### src/rtl/if_fetch_queue.sv
// if_fetch_queue: fetch stage, one outstanding 64-bit read, {pc,inst} queue toward decode; IF_FETCH_PERF_EN adds perf counters.
// Latency: request 1 cycle after entering IDLE with room; response in cycle t -> id_valid in t+1.
// Backpressure: no read is launched while the queue is full; id_ready stalls the head; if_req_addr held until accepted.
module if_fetch_queue #(
   parameter int          DEPTH    = 4,
   parameter logic [63:0] RESET_PC = 64'h0000_0000_8000_0000
) (
   input  logic        clk,
   input  logic        rst,
   input  logic        redirect_valid,
   input  logic [63:0] redirect_pc,
   output logic        if_req_valid,
   input  logic        if_req_ready,
   output logic [63:0] if_req_addr,
   input  logic        if_resp_valid,
   input  logic [63:0] if_resp_data,
   output logic        id_valid,
   input  logic        id_ready,
   output logic [31:0] id_inst,
   output logic [63:0] id_pc
`ifdef IF_FETCH_PERF_EN
   ,
   output logic [63:0] perf_fetched,
   output logic [63:0] perf_dropped
`endif
);
   localparam int PW = $clog2(DEPTH);
   localparam int CW = PW + 1;
   localparam logic [CW-1:0] FULL = CW'(DEPTH);

   typedef enum logic [1:0] {IDLE, REQ, RESP, DROP} state_t;

   state_t          state;
   state_t          state_nxt;
   logic [63:0]     fetch_pc;
   logic [63:0]     req_pc;
   logic            kill;
   logic [CW-1:0]   count;
   logic [PW-1:0]   rd_ptr;
   logic [PW-1:0]   wr_ptr;
   logic [63:0]     pc_mem   [DEPTH];
   logic [31:0]     inst_mem [DEPTH];

   logic            req_fire;
   logic            launch;
   logic            push;
   logic            pop;
   logic            discard;
   logic [63:0]     redir_pc_al;
   logic [31:0]     resp_inst;
   logic            unused_ok;

   assign req_fire    = if_req_valid & if_req_ready;
   assign redir_pc_al = {redirect_pc[63:2], 2'b00};
   assign unused_ok   = &redirect_pc[1:0];
   assign resp_inst   = req_pc[2] ? if_resp_data[63:32] : if_resp_data[31:0];
   assign id_valid    = (count != '0) & ~redirect_valid;
   assign id_inst     = inst_mem[rd_ptr];
   assign id_pc       = pc_mem[rd_ptr];
   assign pop         = id_valid & id_ready;

   // Next-state and per-cycle strobes; a redirect always beats a push.
   always_comb begin
      state_nxt = state;
      launch    = 1'b0;
      push      = 1'b0;
      discard   = 1'b0;
      case (state)
         IDLE: begin
            if (!redirect_valid && (count < FULL)) begin
               state_nxt = REQ;
               launch    = 1'b1;
            end
         end
         REQ: begin
            if (req_fire) state_nxt = (kill | redirect_valid) ? DROP : RESP;
         end
         RESP: begin
            if (if_resp_valid) begin
               state_nxt = IDLE;
               if (redirect_valid) discard = 1'b1;
               else                push    = 1'b1;
            end else if (redirect_valid) begin
               state_nxt = DROP;
            end
         end
         DROP: begin
            if (if_resp_valid) begin
               state_nxt = IDLE;
               discard   = 1'b1;
            end
         end
         default: state_nxt = IDLE;
      endcase
   end

   // State register.
   always_ff @(posedge clk) begin
      if (rst) state <= IDLE;
      else     state <= state_nxt;
   end

   // Fetch pc, request channel registers and the stale-request kill flag.
   always_ff @(posedge clk) begin
      if (rst) begin
         fetch_pc     <= RESET_PC;
         req_pc       <= '0;
         kill         <= 1'b0;
         if_req_valid <= 1'b0;
         if_req_addr  <= '0;
      end else begin
         if (launch) begin
            req_pc       <= fetch_pc;
            if_req_valid <= 1'b1;
            if_req_addr  <= {fetch_pc[63:3], 3'b000};
         end else if (req_fire) begin
            if_req_valid <= 1'b0;
         end
         // The address must stay put on a redirect, so remember to drop its data instead.
         if (state == REQ) begin
            if (req_fire)            kill <= 1'b0;
            else if (redirect_valid) kill <= 1'b1;
         end
         if (redirect_valid) fetch_pc <= redir_pc_al;
         else if (push)      fetch_pc <= req_pc + 64'd4;
      end
   end

   // Queue storage and occupancy; a redirect flushes everything.
   always_ff @(posedge clk) begin
      if (rst) begin
         count  <= '0;
         rd_ptr <= '0;
         wr_ptr <= '0;
         for (int i = 0; i < DEPTH; i++) begin
            pc_mem[i]   <= '0;
            inst_mem[i] <= '0;
         end
      end else if (redirect_valid) begin
         count  <= '0;
         rd_ptr <= '0;
         wr_ptr <= '0;
      end else begin
         if (push) begin
            pc_mem[wr_ptr]   <= req_pc;
            inst_mem[wr_ptr] <= resp_inst;
            wr_ptr           <= wr_ptr + PW'(1);
         end
         if (pop) rd_ptr <= rd_ptr + PW'(1);
         if (push && !pop)      count <= count + CW'(1);
         else if (!push && pop) count <= count - CW'(1);
      end
   end

   // A slot is reserved before every launch, so a push can never see a full queue.
   always_ff @(posedge clk) begin
      if (!rst) begin
         assert (!(push && (count == FULL)))
            else $error("if_fetch_queue: push into full queue");
      end
   end

`ifdef IF_FETCH_PERF_EN
   // Saturating counters of delivered and discarded responses.
   always_ff @(posedge clk) begin
      if (rst) begin
         perf_fetched <= '0;
         perf_dropped <= '0;
      end else begin
         if (push && (perf_fetched != '1))    perf_fetched <= perf_fetched + 64'd1;
         if (discard && (perf_dropped != '1)) perf_dropped <= perf_dropped + 64'd1;
      end
   end
`endif

endmodule

### config.mk
export PLATFORM = sky130hd
export DESIGN_NAME = if_fetch_queue
export DESIGN_NICKNAME = d
export VERILOG_FILES = /design/src/rtl/if_fetch_queue.sv
export SDC_FILE = /design/constraint.sdc
export NUM_CORES = 1
export LEC_CHECK = 0
export BUFFER_PORTS_ARGS = -buffer_cell sky130_fd_sc_hd__clkbuf_2
export CELL_PAD_IN_SITES_DETAIL_PLACEMENT = 1
export CELL_PAD_IN_SITES_GLOBAL_PLACEMENT = 1
export CORE_MARGIN = 10
export CORE_UTILIZATION = 51
export CTS_BUF_LIST = sky130_fd_sc_hd__clkbuf_16
export DETAILED_ROUTE_END_ITERATION = 8
export GPL_TIMING_DRIVEN = 1
export PLACE_DENSITY = 0.95
export REMOVE_ABC_BUFFERS = 1
export SLEW_MARGIN = 20
export SYNTH_ARGS = -nofsm -noshare
export SYNTH_HDL_FRONTEND = slang
export SYNTH_SLANG_ARGS = --single-unit
### constraint.sdc
create_clock -name clk -period 6.9 [get_ports clk]
set_input_delay 0.345 -clock clk [delete_from_list [all_inputs] [get_ports clk]]
set_output_delay 0.345 -clock clk [all_outputs]
set_load 0.02 [all_outputs]
## After elaboration in Yosys (flattened, before gate mapping)

Memory sizes are Yosys's and may differ from the RTL's. A register that Yosys moved wholly into a read port is not among the register bits.
Cells that the tools add are included.

| word-level totals | value |
|---|---|
| RAM bits | 384 |
| register bits | 200 |
| memory bits (read-only) | 0 |
| output and inout bits | 162 |
| latch bits | 0 |
| memories kept | 2 |
| logic and storage cells | 84 |

| operators by class | value |
|---|---|
| order comparisons | 1 |
| add/sub/neg operators | 5 |
| divide/modulo/power cells | 0 |
| equality and inequality tests | 7 |
| multipliers | 0 |
| mux-type cells | 37 |
| bitwise gates (word level) | 5 |
| shifts and indexed selects | 0 |
| reductions and logical operators | 17 |

Memories:

| memory | depth | bits a word | rd ports | clocked after Yosys merged registers in | wr ports | line | source |
|---|---|---|---|---|---|---|---|
| pc_mem | 4 | 64 | 1 | 1 | 4 | 41 | `logic [63:0] pc_mem [DEPTH];` |
| inst_mem | 4 | 32 | 1 | 1 | 4 | 42 | `logic [31:0] inst_mem [DEPTH];` |

Operator list:

| kind | number |
|---|---|
| 64-bit two-way mux | 3 |
| 64-bit by 3-bit adder with 64-bit output, second input constant | 1 |
| 32-bit two-way mux | 2 |
| 64-bit OR reduction | 1 |
| 32-bit OR reduction | 1 |
| 2-bit two-way mux | 11 |
| 1-bit two-way mux | 18 |
| 2-bit one-hot mux with 4 select lines | 1 |
| 2-bit nonzero test | 4 |
| 3-bit two-way mux | 2 |
| 2-bit inequality test, second input constant | 3 |
| 2-bit by 1-bit adder with 2-bit output, second input constant | 2 |
| 2-bit equality test, second input constant | 2 |
| 4-bit AND reduction | 1 |
| 3-bit by 1-bit adder with 3-bit output, second input constant | 1 |
| 1-bit AND | 3 |
| 1-bit logical AND | 3 |
| 1-bit logical NOT | 3 |
| 3-bit less-than comparator, second input constant | 1 |
| 3-bit inequality test, second input constant | 1 |
| 3-bit nonzero test | 1 |
| 3-bit by 1-bit subtractor with 3-bit output, second input constant | 1 |
| 2-bit by 1-bit equality test with 1-bit output, second input constant | 1 |
| 2-bit logical NOT | 1 |
| other kinds (4) | 4 |

## Depth between registers and ports, before layout

| depth | value |
|---|---|
| depth in word-level cells | 9 |
| mapped depth | 11 |
| gate-level depth less buffers | 9 |

## Worst setup path after synthesis

No wires, ideal clock.

| timing path | value |
|---|---|
| kind | in2reg |
| start | in redirect_valid |
| end | mem inst_mem[1][0] (enable) |
| setup slack | 2359 ps |
| cell stages on the path | 9 |
| arrival time | 4084 ps |
| data required time | 6442 ps |
| cells stage by stage | clkbuf_1 or2_1 clkbuf_1 or2_2 buf_2 nor2_1 nand2_1 clkbuf_1 nand2_1 |

RTL lines:

| item | line | source |
|---|---|---|
| from (decl) | 10 | `input logic redirect_valid,` |
| to (decl) | 42 |  |

==> impl_results.md <==
* Max_cap viols at 0
* Overall routing resource usage at 0.280
* Post-synth ARST share at 0
* Sequential fraction of the synthesis area at 0.597
* DRT Pass-1 Iters at 6
* Die Y at between 200 and 250 um
* Nets at roughly 2.3k
* CTS Buf Count at 56
* Worst endpoint required time at 7.14 ns
* Worst setup path class: reg2reg
* Iter 0 DRT Violations at 2027
* Number of global-route vias before repair at 19.3k
* Cell Pwr Density at 261 nW/um^2
* Synthesized area at 24100 sq um
* CTS clk-pin slew, worst paths at 0.06 ns
* LEAKAGE at between 0.01 and 0.015 uW
* Cells after Synth at 2037
* Die ar. at ~56000 sq um
* Yosys warns at 0
* Worst-case clock skew at about 0.014 ns
* Total number of H-tree levels at 2
* Grt total ovfl at 0
* Share of layout cells above drive strength 1 at 0.232
* Tcrit/Tclk final at 0.634
* Synth Register Bits at 525
* Clk root buf: clkbuf_16
* CTS tree: built
* Drt drc at 0
* Vias after detailed routing at 17.9k
* Placeable Area at around 47000 sq um
* Initial antenna violation count at 4
* Initial Utilization at 0.517
* Crit-path max FO at 63
* Layout area overhead at 14.1%
* RSZ-0062 raised after global routing: no
* Avg WL per Cell at 28.5 um
* Crit end category: flop
* Syn avg cell area at 11.8 sq um
* Min cycle time layout at ~4.4 ns
* Worst Tran Pin Value at 1.04 ns
* Ys flop type: edfxtp_1
* Detailed Route WL at 81.1 mm
* Sum Neg Setup Slack at 0 ns
* Arrival time worst endpoint at 4.62 ns
* Design Power at 7160 uW
* FP Rows at between 70 and 80
* Fin. Hold Viols at 0
* Skew-Pair Late Insertion Delay at 0.62 ns
* Fmax at approximately 0.23 GHz
* Worst hold path class: in2reg
* Setup Viol. Count Final at 0
* Largest net degree at the start of global routing at 77
* Die X at 237 um
* Startpoint types: flop
* # fillers at approximately 4.7k
* Setup bufs post-CTS at 0
* Detail Route Antenna Nets at 0
* I/O pins at roughly 300
* WHS at between 0.02 and 0.03 ns
* Via density at roughly 6.3
* Headroom to the max-slew limit at 0.304
* Placer Congestion at 0.820
* Status: finished clean
* First-pass GRT wire length at 121 mm
* Longest Clk Path Bufs at 3
* Worst vdd ir at 212 uV
* EDFF count, synth at 384
* Buffers on Ports at 290
* # clock sinks at roughly 530
* Max Transition Viols Final at 0
* Detailed placer's ending HPWL at 49.8 mm
* Yosys cell types at 64
[cells by family after synthesis]
group | synth area share
mux | 0.105
fa+ha+maj | 0.00187
other cells | 0.000156
simple gates | 0.180
compound gates | 0.0587
xor+xnor | 0.00837
buf+inv | 0.0493
flops | 0.597
[routing by layer]
metal	global-route usage	vias to the layer above	share of wire
met2	0.489	888	0.51
met3	0.0692	170	0.087
li1	-	7621	-
met4	0.0880	4	0.030
met5	0	-	0.00028
met1	0.336	9225	0.37
[worst paths after layout]
path | from | to | slack, ns | cells past startpoint
hold / removal | if_req_ready | if_req_valid | 0.03 | 3
hold reg to reg | fetch_pc[37] | req_pc[37] | 0.46 | 2
setup / recovery | state[0] | pc_mem[1][19] | 2.52 | 7
setup reg to reg | state[0] | pc_mem[1][19] | 2.52 | 7
[repair_timing]
action                                  in CTS  in global routing
hold buffers                                10                  0
endpoints found under the setup margin       0                  0
resized for setup                            0                  0
endpoints found under the hold margin       10                  0
[state kept, by name, indices dropped and copies added (netlist names), named ones only]
name and flops:
rd_ptr 2, count 3, fetch_pc 64, wr_ptr 2, req_pc 64, inst_mem 128
pc_mem 256, if_req_valid 1, kill 1, state 2
[worst max-delay path, stage by stage (launching register included)]
cell,delay [ns]
dfxtp_1,0.38
nand3b_1,0.39
or2_4,0.46
nor2_4,0.10
buf_4,0.62
nand2_2,0.71
nand2_4,0.59
buf_4,0.66
[where the power goes]
group / internal (uW) / switching, uW / leakage, uW
combinational: 127 / 277 / 0.00414
sequential: 3490 / 73.5 / 0.00511
clock: 1900 / 1290 / 0.000979
[cell type report]
cell class,count,area [sq um],share of cell area
sequential,525,14400,0.523
multi-input combinational,1271,8610,0.314
timing repair buffer,328,1770,0.0643
clock buffer,57,1430,0.0519
tap,607,759,0.0277
clock inverter,48,502,0.0183
inverter,7,26.3,0.000957
antenna,2,5.00,0.000182
[per-stage QoR]
stage | setup slack, ns | cells | cell area, sq um | utilization
finish | 2.52 | 2845 | 27500 | 0.590
global route | 2.40 | 2843 | 27500 | 0.590
CTS | 2.63 | 2843 | 27400 | 0.589
detailed placement | 2.29 | 2728 | 25400 | 0.546
global placement | 2.42 | 2728 | 25400 | 0.546
floorplan | -0.489 | 1803 | 22900 | -
[cell usage in the layout, fill, tap and decap left out, types with 27 or more instances in the layout]
cell type and instances:
edfxtp_1 384, clkbuf_2 288, nand2_1 227, nor2_1 224, and2_1 190, dfxtp_1 137, a21oi_1 119, mux4_2 96
and3_1 68, clkbuf_16 57, nand3_1 37, mux2i_1 36, o21ai_0 35, buf_4 30, nor3_1 27
[cell usage after synthesis (5+ instances only)]
| library cell | n | area (sq um) |
|---|---|---|
| o41ai_1 | 6 | 52.6 |
| inv_1 | 5 | 18.8 |
| nand4_1 | 26 | 163 |
| o32ai_1 | 7 | 61.3 |
| xnor2_1 | 13 | 114 |
| clkbuf_1 | 143 | 537 |
| buf_1 | 13 | 48.8 |
| or3_1 | 11 | 68.8 |
| xor2_1 | 10 | 87.6 |
| o21ai_0 | 35 | 175 |
| dfxtp_1 | 141 | 2820 |
| a21oi_1 | 119 | 596 |
| o22ai_1 | 7 | 43.8 |
| edfxtp_1 | 384 | 11500 |
| nand2_1 | 232 | 871 |
| nand3_1 | 37 | 185 |
| and4_1 | 9 | 78.8 |
| nor3_1 | 28 | 140 |
| and2_1 | 190 | 1190 |
| and3_1 | 68 | 425 |
| a211oi_1 | 5 | 37.5 |
| o31ai_1 | 5 | 37.5 |
| buf_4 | 67 | 503 |
| buf_2 | 11 | 55.1 |
| o211ai_1 | 23 | 173 |
| or4_1 | 15 | 113 |
| mux2i_1 | 36 | 360 |
| mux4_2 | 96 | 2160 |
| nor4_1 | 11 | 68.8 |
| nor2_1 | 226 | 848 |
Note: power is estimated with default switching activity, not from simulation.
